==> src/rtl/ex_ic_arbiter_pkg.sv <==
// Shared types for the execute-to-issue-complete completion path:
// FU count, tag/ROB widths and the completion packet layout.
package ex_ic_arbiter_pkg;

  localparam int unsigned NUM_FU    = 4;
  localparam int unsigned TAG_W     = 6;
  localparam int unsigned ROB_IDX_W = 5;

  typedef logic [TAG_W-1:0]     TAG;
  typedef logic [ROB_IDX_W-1:0] ROB_IDX;

  typedef struct packed {
    logic        valid;
    TAG          dest_tag;
    ROB_IDX      rob_idx;
    logic        take_branch;
    logic [31:0] result;
    logic [31:0] rs2_value;
  } EX_IC_PACKET;

endpackage

==> src/rtl/ex_ic_arbiter_rr_arbiter.sv <==
// Combinational round-robin picker: first asserted request at or above ptr,
// wrapping from N-1 back to 0. The pointer register lives in the caller.
module rr_arbiter #(
  parameter int unsigned N     = 4,
  parameter int unsigned PTR_W = (N > 1) ? $clog2(N) : 1
) (
  input  logic [N-1:0]     req,
  input  logic [PTR_W-1:0] ptr,
  output logic [N-1:0]     grant,
  output logic [PTR_W-1:0] grant_idx,
  output logic             any_grant
);

  logic [PTR_W-1:0] idx;

  always_comb begin
    grant     = '0;
    grant_idx = '0;
    any_grant = 1'b0;
    idx       = '0;
    for (int unsigned k = 0; k < N; k++) begin
      idx = PTR_W'((32'(ptr) + k) % N);
      if (!any_grant && req[idx]) begin
        grant[idx] = 1'b1;
        grant_idx  = idx;
        any_grant  = 1'b1;
      end
    end
  end

endmodule

==> src/rtl/ex_ic_arbiter.sv <==
// Completion arbiter: one holding slot per FU, round-robin drain of one slot
// per cycle into the registered ex_ic_reg; squash flushes everything in flight.
module ex_ic_arbiter
  import ex_ic_arbiter_pkg::*;
#(
  parameter int unsigned N_FU = NUM_FU
) (
  input  logic              clock,
  input  logic              reset,
  input  logic              squash,
  input  EX_IC_PACKET       fu_packet [N_FU],
  output logic [N_FU-1:0]   fu_ready,
  output EX_IC_PACKET       ex_ic_reg
);

  localparam int unsigned PTR_W = $clog2(N_FU);

  logic [N_FU-1:0]  slot_valid;
  EX_IC_PACKET      slot [N_FU];
  logic [PTR_W-1:0] rr_ptr;
  logic [N_FU-1:0]  grant;
  logic [PTR_W-1:0] grant_idx;
  logic             any_grant;

  rr_arbiter #(
    .N     (N_FU),
    .PTR_W (PTR_W)
  ) u_rr_arbiter (
    .req       (slot_valid),
    .ptr       (rr_ptr),
    .grant     (grant),
    .grant_idx (grant_idx),
    .any_grant (any_grant)
  );

  // A slot being drained this cycle can take a new packet on the same edge.
  always_comb fu_ready = ~slot_valid | grant;

  always_ff @(posedge clock or posedge reset) begin
    if (reset) begin
      slot_valid <= '0;
      rr_ptr     <= '0;
      ex_ic_reg  <= '0;
      for (int unsigned i = 0; i < N_FU; i++) slot[i] <= '0;
    end else if (squash) begin
      slot_valid      <= '0;
      ex_ic_reg.valid <= 1'b0;
    end else begin
      for (int unsigned i = 0; i < N_FU; i++) begin
        if (fu_packet[i].valid && fu_ready[i]) begin
          slot[i]       <= fu_packet[i];
          slot_valid[i] <= 1'b1;
        end else if (grant[i]) begin
          slot_valid[i] <= 1'b0;
        end
      end
      if (any_grant) begin
        ex_ic_reg       <= slot[grant_idx];
        ex_ic_reg.valid <= 1'b1;
        rr_ptr          <= (grant_idx == PTR_W'(N_FU - 1)) ? '0 : grant_idx + 1'b1;
      end else begin
        ex_ic_reg.valid <= 1'b0;
      end
    end
  end

endmodule

==> config.mk <==
export PLATFORM = sky130hd
export DESIGN_NAME = ex_ic_arbiter
export DESIGN_NICKNAME = d
export VERILOG_FILES = /design/src/rtl/ex_ic_arbiter_pkg.sv /design/src/rtl/ex_ic_arbiter_rr_arbiter.sv /design/src/rtl/ex_ic_arbiter.sv
export SDC_FILE = /design/constraint.sdc
export NUM_CORES = 1
export LEC_CHECK = 0
export BUFFER_PORTS_ARGS = -buffer_cell sky130_fd_sc_hd__buf_2
export CORE_MARGIN = 3
export CORE_UTILIZATION = 49
export DETAILED_ROUTE_END_ITERATION = 10
export GPL_ROUTABILITY_DRIVEN = 0
export MAX_ROUTING_LAYER = met4
export PLACE_DENSITY = 0.73
export SYNTH_ARGS = -nofsm -noshare
export SYNTH_HDL_FRONTEND = slang
export SYNTH_SLANG_ARGS = --single-unit
==> constraint.sdc <==
create_clock -name clock -period 15.3 [get_ports clock]
set_input_delay 0.765 -clock clock [delete_from_list [all_inputs] [get_ports clock]]
set_output_delay 0.765 -clock clock [all_outputs]
set_load 0.02 [all_outputs]
==> impl_metrics.csv, run 1 <==
group,metric,value,unit
clock_network,clkTransAtPathRegs,60,ps
power,p_leak,10.2,nW
grt,grt_overflow,0,
sta,min_period,5260,ps
routing,drc,0,
worst_setup_path,crit_end,"slot[306]$_DFFE_PP0P_",
final_layout,regArea,0.00969,mm²
logic_synthesis,yosysMostFrequentCell,"dfrtp_1",
logic_synthesis,synth_seq_cells,387,
power,irDropWorstVdd,194,µV
worst_setup_path,crit_type,"register to register",
logic_synthesis,ys_top_cells_by_area,"dfrtp_1, mux2_2, mux2_4, nand3_1, a221o_1",
routing,avgRoutedWirePerCell,24.3,µm
clock_network,post-cts-setup-buffers,0,
clock_network,clock_latency,560,ps
worst_setup_path,arrival,5690,ps
job,drv_cap,0,
logic_synthesis,synth_ff_type,"dfrtp_1",
logic_synthesis,async_reset_ff_frac,1.00,
floorplanning,die_h,200,µm
final_layout,fin_nets,1989,
grt,antenna_found_initial,32,
sta,tightest_slew,1120,ps
routing,first_pass_iters,5,
grt,grt_pass1_vias,14000,
worst_setup_path,crit_cells,9,
run_status,outcome,"complete, no violations",
logic_synthesis,yosys.cell_types.count,34,
routing,num_vias,13400,
sta,drv_slew,0,
final_layout,multiInputGateArea,0.00806,mm²
sta,skew,12.8,ps
worst_setup_path,worstPathRequired,15730,ps
logic_synthesis,synth_edf_count,0,
clock_network,holdBufCountCts,0,
place,io_buffers,391,
worst_hold_path,hp-class,"primary input to asynchronous set/reset pin",
place,place_inst,2097,
worst_setup_path,crit_start,"rr_ptr[0]$_DFFE_PP0P_",
logic_synthesis,yosys.area_share.adder,0.00409,
grt,grt_max_degree,126,
worst_setup_path,critPathLaunchType,"register",
floorplanning,pin_count,392,
clock_network,cts_resized,0,
logic_synthesis,synth_common_cells,"dfrtp_1, mux2_2, mux2_4, nand3_1, a31oi_1",
routing,drt-total-wl,53700,µm
floorplanning,core-area,0.0368,mm²
place,hpwl,34000,µm
floorplanning,placement_rows,70,
logic_synthesis,synthMuxAreaShare,0.273,
worst_setup_path,path_buf_inv,2,
sta,min_period_over_period,0.344,
worst_setup_path,r2r_end,"slot[306]$_DFFE_PP0P_",
logic_synthesis,yosys.area.top_type,"dfrtp_1",
worst_setup_path,r2r_cells,9,
worst_setup_path,critPathCaptureType,"register",
clock_network,cts_buffers,41,
logic_synthesis,avgSynthCellArea,13.6,µm²
power,totalPowerFinal,0.00476,W
worst_setup_path,crit_family,"flip-flops",
sta,finalHoldViolCount,0,
sta,clock.fmax,0.190,GHz
grt,grt_pass1_wl,81700,µm
clock_network,htree_levels,2,
worst_setup_path,r2r_start,"rr_ptr[0]$_DFFE_PP0P_",
final_layout,synthToLayoutAreaGrowth,19.4,%
clock_network,clockBufferDepth,3,
worst_setup_path,slowest_stage,"dfrtp_4",
clock_network,cts_tree,"built",
logic_synthesis,synth_top_area_share,0.528,
routing,drt_iter0_drc,1053,
clock_network,clockRootBuffer,"clkbuf_16",
routing,vias_per_cell,6.09,
clock_network,cts.sinks,387,
sta,rsz0062_at_grt,"false",
logic_synthesis,syn_nets,1663,
final_layout,instances_no_fill,2204,
logic_synthesis,yosys.area_share.simple,0.0512,
grt,track_usage,0.272,
logic_synthesis,syn_area,0.0183,mm²
final_layout,fillers,2917,
final_layout,largest_register_ff_count,304,
worst_setup_path,rrSetupSlack,10040,ps
logic_synthesis,synth-xor-area-share,0.000477,
floorplanning,die-area,0.0398,mm²
logic_synthesis,yosysSeqAreaShare,0.528,
worst_setup_path,path_cells,"inv_1 > ha_1 > mux4_2 > and2b_1 > a22o_1 > a221oi_1 > or3b_4 > buf_4 > mux2_2",
worst_setup_path,cp_slowest_stage_delay,1040,ps
worst_setup_path,critical_path.max_fanout,86,
sta,fin_tns_setup,0,ps
logic_synthesis,ys_warn_count,0,
logic_synthesis,synth_compound_area_frac,0.106,
logic_synthesis,syn_inst,1346,
sta,finalSetupViolations,0,
floorplanning,initial_core_util,0.499,
floorplanning,die_x,200,µm
routing,ant_nets,0,
logic_synthesis,synth_top_family_by_area,"multiplexers",
final_layout,drive_above_1_share,0.514,
sta,slew_headroom,0.256,
power,pwr_density_cell,217,mW/mm²
## how the worst min path moves through the flow
stage                       endpoint  slack (ps)  cells past startpoint
2_1_floorplan  slot[262]$_DFFE_PP0P_         470                      1
3_3_place_gp   slot[305]$_DFFE_PP0P_         480                      1
3_5_place_dp   slot[289]$_DFFE_PP0P_         490                      1
4_1_cts        slot[233]$_DFFE_PP0P_         410                      2
5_1_grt         slot[74]$_DFFE_PP0P_         420                      2
6_report       slot[194]$_DFFE_PP0P_         380                      2
## kinds of logic after synthesis
family	Yosys count
adder cells (fa/ha/maj)	6
XOR/XNOR	1
AO/OA/AOI/OAI	247
multiplexers	388
buffers and inverters	131
flip-flops	387
AND/OR/NAND/NOR	186
## report_power, final
part / switching [W] / total [W] / internal (W)
combinational: 0.00102 / 0.00198 / 0.000959
clock: 0.000412 / 0.00103 / 0.000615
sequential: 0.000319 / 0.00175 / 0.00143
## worst register-to-register path: cells and delay by family (launching register included)
family / cells / cell delay (ps)
AOI/OAI and AO/OA: 2 / 640
adders and majority gates: 1 / 460
buffers and inverters: 2 / 1030
DFF: 1 / 1040
muxes: 2 / 950
and+or+nand+nor: 2 / 1030
## cell usage in the layout (no fill, tap or decap), drive strengths merged, types with 4 or more instances in the layout
master  instances
a31oi          77
a21oi           5
a221oi          4
or3b            4
nor2           14
bufinv          4
inv             9
a22oi          76
diode          34
a221o          76
nand3         153
nand2          10
buf           406
clkbuf         57
dfrtp         387
clkinv          9
a22o            4
mux2          382
mux4            4
ha              6
## cell type report
| type | instances | area share |
|---|---|---|
| flip-flops and latches | 387 | 0.442 |
| multi-input cells | 828 | 0.368 |
| repair buffers | 406 | 0.0944 |
| clock buffers | 57 | 0.0547 |
| well taps | 468 | 0.0267 |
| clock inverters | 16 | 0.00862 |
| diodes | 34 | 0.00388 |
| inverters | 8 | 0.00171 |
## layer usage
layer | routed length, µm | vias to the layer above | global-route usage
met5 | 0 | - | -
met1 | 22000 | 6892 | 0.344
met2 | 25700 | 595 | 0.427
li1 | - | 5821 | -
met4 | 1690 | 0 | 0.105
met3 | 4290 | 105 | 0.0639
## stage by stage
stage / hold slack [ps] / setup WS (ps) / instance area [µm²] / utilization
detailed placement: 487 / 10030 / 20400 / 0.556
finish: 381 / 10040 / 21900 / 0.596
CTS: 406 / 10020 / 21800 / 0.594
global route: 416 / 9770 / 21900 / 0.596
global placement: 482 / 10290 / 20400 / 0.556
floorplan: 474 / 3780 / 18300 / -
(Power assumes the default switching activity.)
==> run 2: changes to the inputs <==
==> constraint.sdc (replaced) <==
create_clock -name clock -period 5.4 [get_ports clock]
set_input_delay 0.27 -clock clock [delete_from_list [all_inputs] [get_ports clock]]
set_output_delay 0.27 -clock clock [all_outputs]
set_load 0.02 [all_outputs]
==> impl_metrics.csv, run 2 (synthesis gave the netlist of run 1 again) <==
group,metric,value,unit
sta,finalSetupViolations,0,
clock_network,clockBufferDepth,3,
worst_hold_path,hold_start,"squash",
sta,clock.fmax,0.224,GHz
sta,hold_ws,53.7,ps
clock_network,clock_latency,570,ps
floorplanning,placement_rows,70,
routing,drt_iter0_drc,1280,
sta,min_period,4470,ps
power,irDropWorstVdd,393,µV
routing,drc,0,
routing,avgRoutedWirePerCell,25.2,µm
clock_network,cts.sinks,387,
grt,busiest_layer,"met2",
worst_setup_path,slowest_stage,"dfrtp_4",
place,io_buffers,391,
grt,grt_pass1_vias,16900,
grt,grt_max_degree,158,
worst_setup_path,path_cells,"inv_1 > ha_1 > mux4_2 > o21bai_1 > and3_4 > a21oi_4 > buf_4 > mux2_2 > a221o_1",
grt,track_usage,0.321,
grt,met1_usage,0.378,
worst_setup_path,critical_path.max_fanout,47,
routing,ant_nets,0,
clock_network,cts_buffers,43,
sta,tightest_slew,1200,ps
worst_setup_path,crit_family,"multiplexers",
worst_setup_path,path_buf_inv,2,
grt,grt_pass1_wl,96500,µm
final_layout,largest_register_ff_count,304,
sta,skew,25.7,ps
routing,vias_per_cell,6.13,
grt,grt_overflow,0,
floorplanning,die_h,200,µm
sta,drv_slew,0,
final_layout,drive_above_1_share,0.439,
final_layout,final_common_cell,"buf_2",
final_layout,fillers,2401,
worst_setup_path,critPathLaunchType,"register",
routing,num_vias,15400,
routing,first_pass_iters,5,
power,pwr_density_cell,561,mW/mm²
power,p_leak,11.6,nW
worst_setup_path,crit_start,"rr_ptr[0]$_DFFE_PP0P_",
worst_setup_path,crit_type,"register to register",
job,drv_cap,0,
worst_setup_path,worstPathRequired,5840,ps
clock_network,cts_tree,"built",
worst_hold_path,hp-class,"primary input to register",
final_layout,multiInputGateArea,0.00806,mm²
sta,rsz0062_at_grt,"false",
clock_network,clkTransAtPathRegs,60,ps
worst_setup_path,r2r_cells,9,
sta,finalHoldViolCount,0,
final_layout,final_cell_mix,"buf_2, dfrtp_1, dlygate4sd3_1",
worst_setup_path,crit_cells,9,
worst_setup_path,cp_slowest_stage_delay,750,ps
worst_setup_path,critPathCaptureType,"register",
grt,met3_usage,0.0651,
grt,met2_usage,0.519,
final_layout,fin_util,0.686,
routing,drt-total-wl,63200,µm
grt,antenna_found_initial,13,
floorplanning,die-area,0.0398,mm²
final_layout,synthToLayoutAreaGrowth,37.5,%
final_layout,regArea,0.00969,mm²
floorplanning,core-area,0.0368,mm²
worst_setup_path,r2r_start,"rr_ptr[0]$_DFFE_PP0P_",
run_status,outcome,"complete, no violations",
sta,min_period_over_period,0.828,
place,hpwl,34500,µm
worst_hold_path,hold_path_depth,2,
floorplanning,initial_core_util,0.499,
final_layout,fin_nets,2311,
floorplanning,die_x,200,µm
clock_network,htree_levels,2,
clock_network,clockRootBuffer,"clkbuf_16",
floorplanning,pin_count,392,
worst_setup_path,arrival,4910,ps
sta,slew_headroom,0.199,
==> run 2: metrics by stage <==
step           setup slack [ps]  power, W  area, µm²  cells  TNS (ps)
4_1_cts                    1020    0.0139      25200   2497         0
3_5_place_dp               1030    0.0106      20600   2108         0
2_1_floorplan             -73.9   0.00899      18400   1346    -28610
5_1_grt                     752    0.0148      25200   2510         0
6_report                    928    0.0141      25200   2512         0
3_3_place_gp               1160    0.0103      20600   2108         0
==> run 2: worst paths after layout <==
check,endpoint,slack (ps)
min in group asynchronous,slot[40]$_DFFE_PP0P_,390
max,ex_ic_reg[14]$_DFFE_PP0P_,930
min,slot_valid[3]$_DFFE_PP0P_,50
max reg2reg,ex_ic_reg[14]$_DFFE_PP0P_,930
min reg2reg,slot[211]$_DFFE_PP0P_,500
max in group asynchronous,slot[36]$_DFFE_PP0P_,3640
==> run 2: cell type report <==
class | count | area share
Sequential cell | 387 | 0.384
Multi-Input combinational cell | 828 | 0.320
Timing Repair Buffer | 726 | 0.211
Clock buffer | 73 | 0.0559
Tap cell | 468 | 0.0232
Clock inverter | 7 | 0.00327
Antenna cell | 15 | 0.00149
Inverter | 8 | 0.00134
==> run 2: power by group <==
group	switching, W	internal, W	total, W
clock network	0.00126	0.00183	0.00309
logic	0.00315	0.00291	0.00605
registers	0.000941	0.00406	0.00500
==> run 2: what timing repair did <==
item / 4_1_cts / 5_1_grt
hold buffers: 309 / 0
hold endpoints to repair: 335 / 0
gates resized for setup: 0 / 0
setup buffers: 0 / 0
==> run 2: per-layer routing <==
layer  vias to the layer above  wire (µm)  share of wire
met5                         -          0              0
met1                      7758      24100           0.38
li1                       6435          -              -
met4                         0       3130          0.049
met2                       957      30900           0.49
met3                       239       5110          0.081
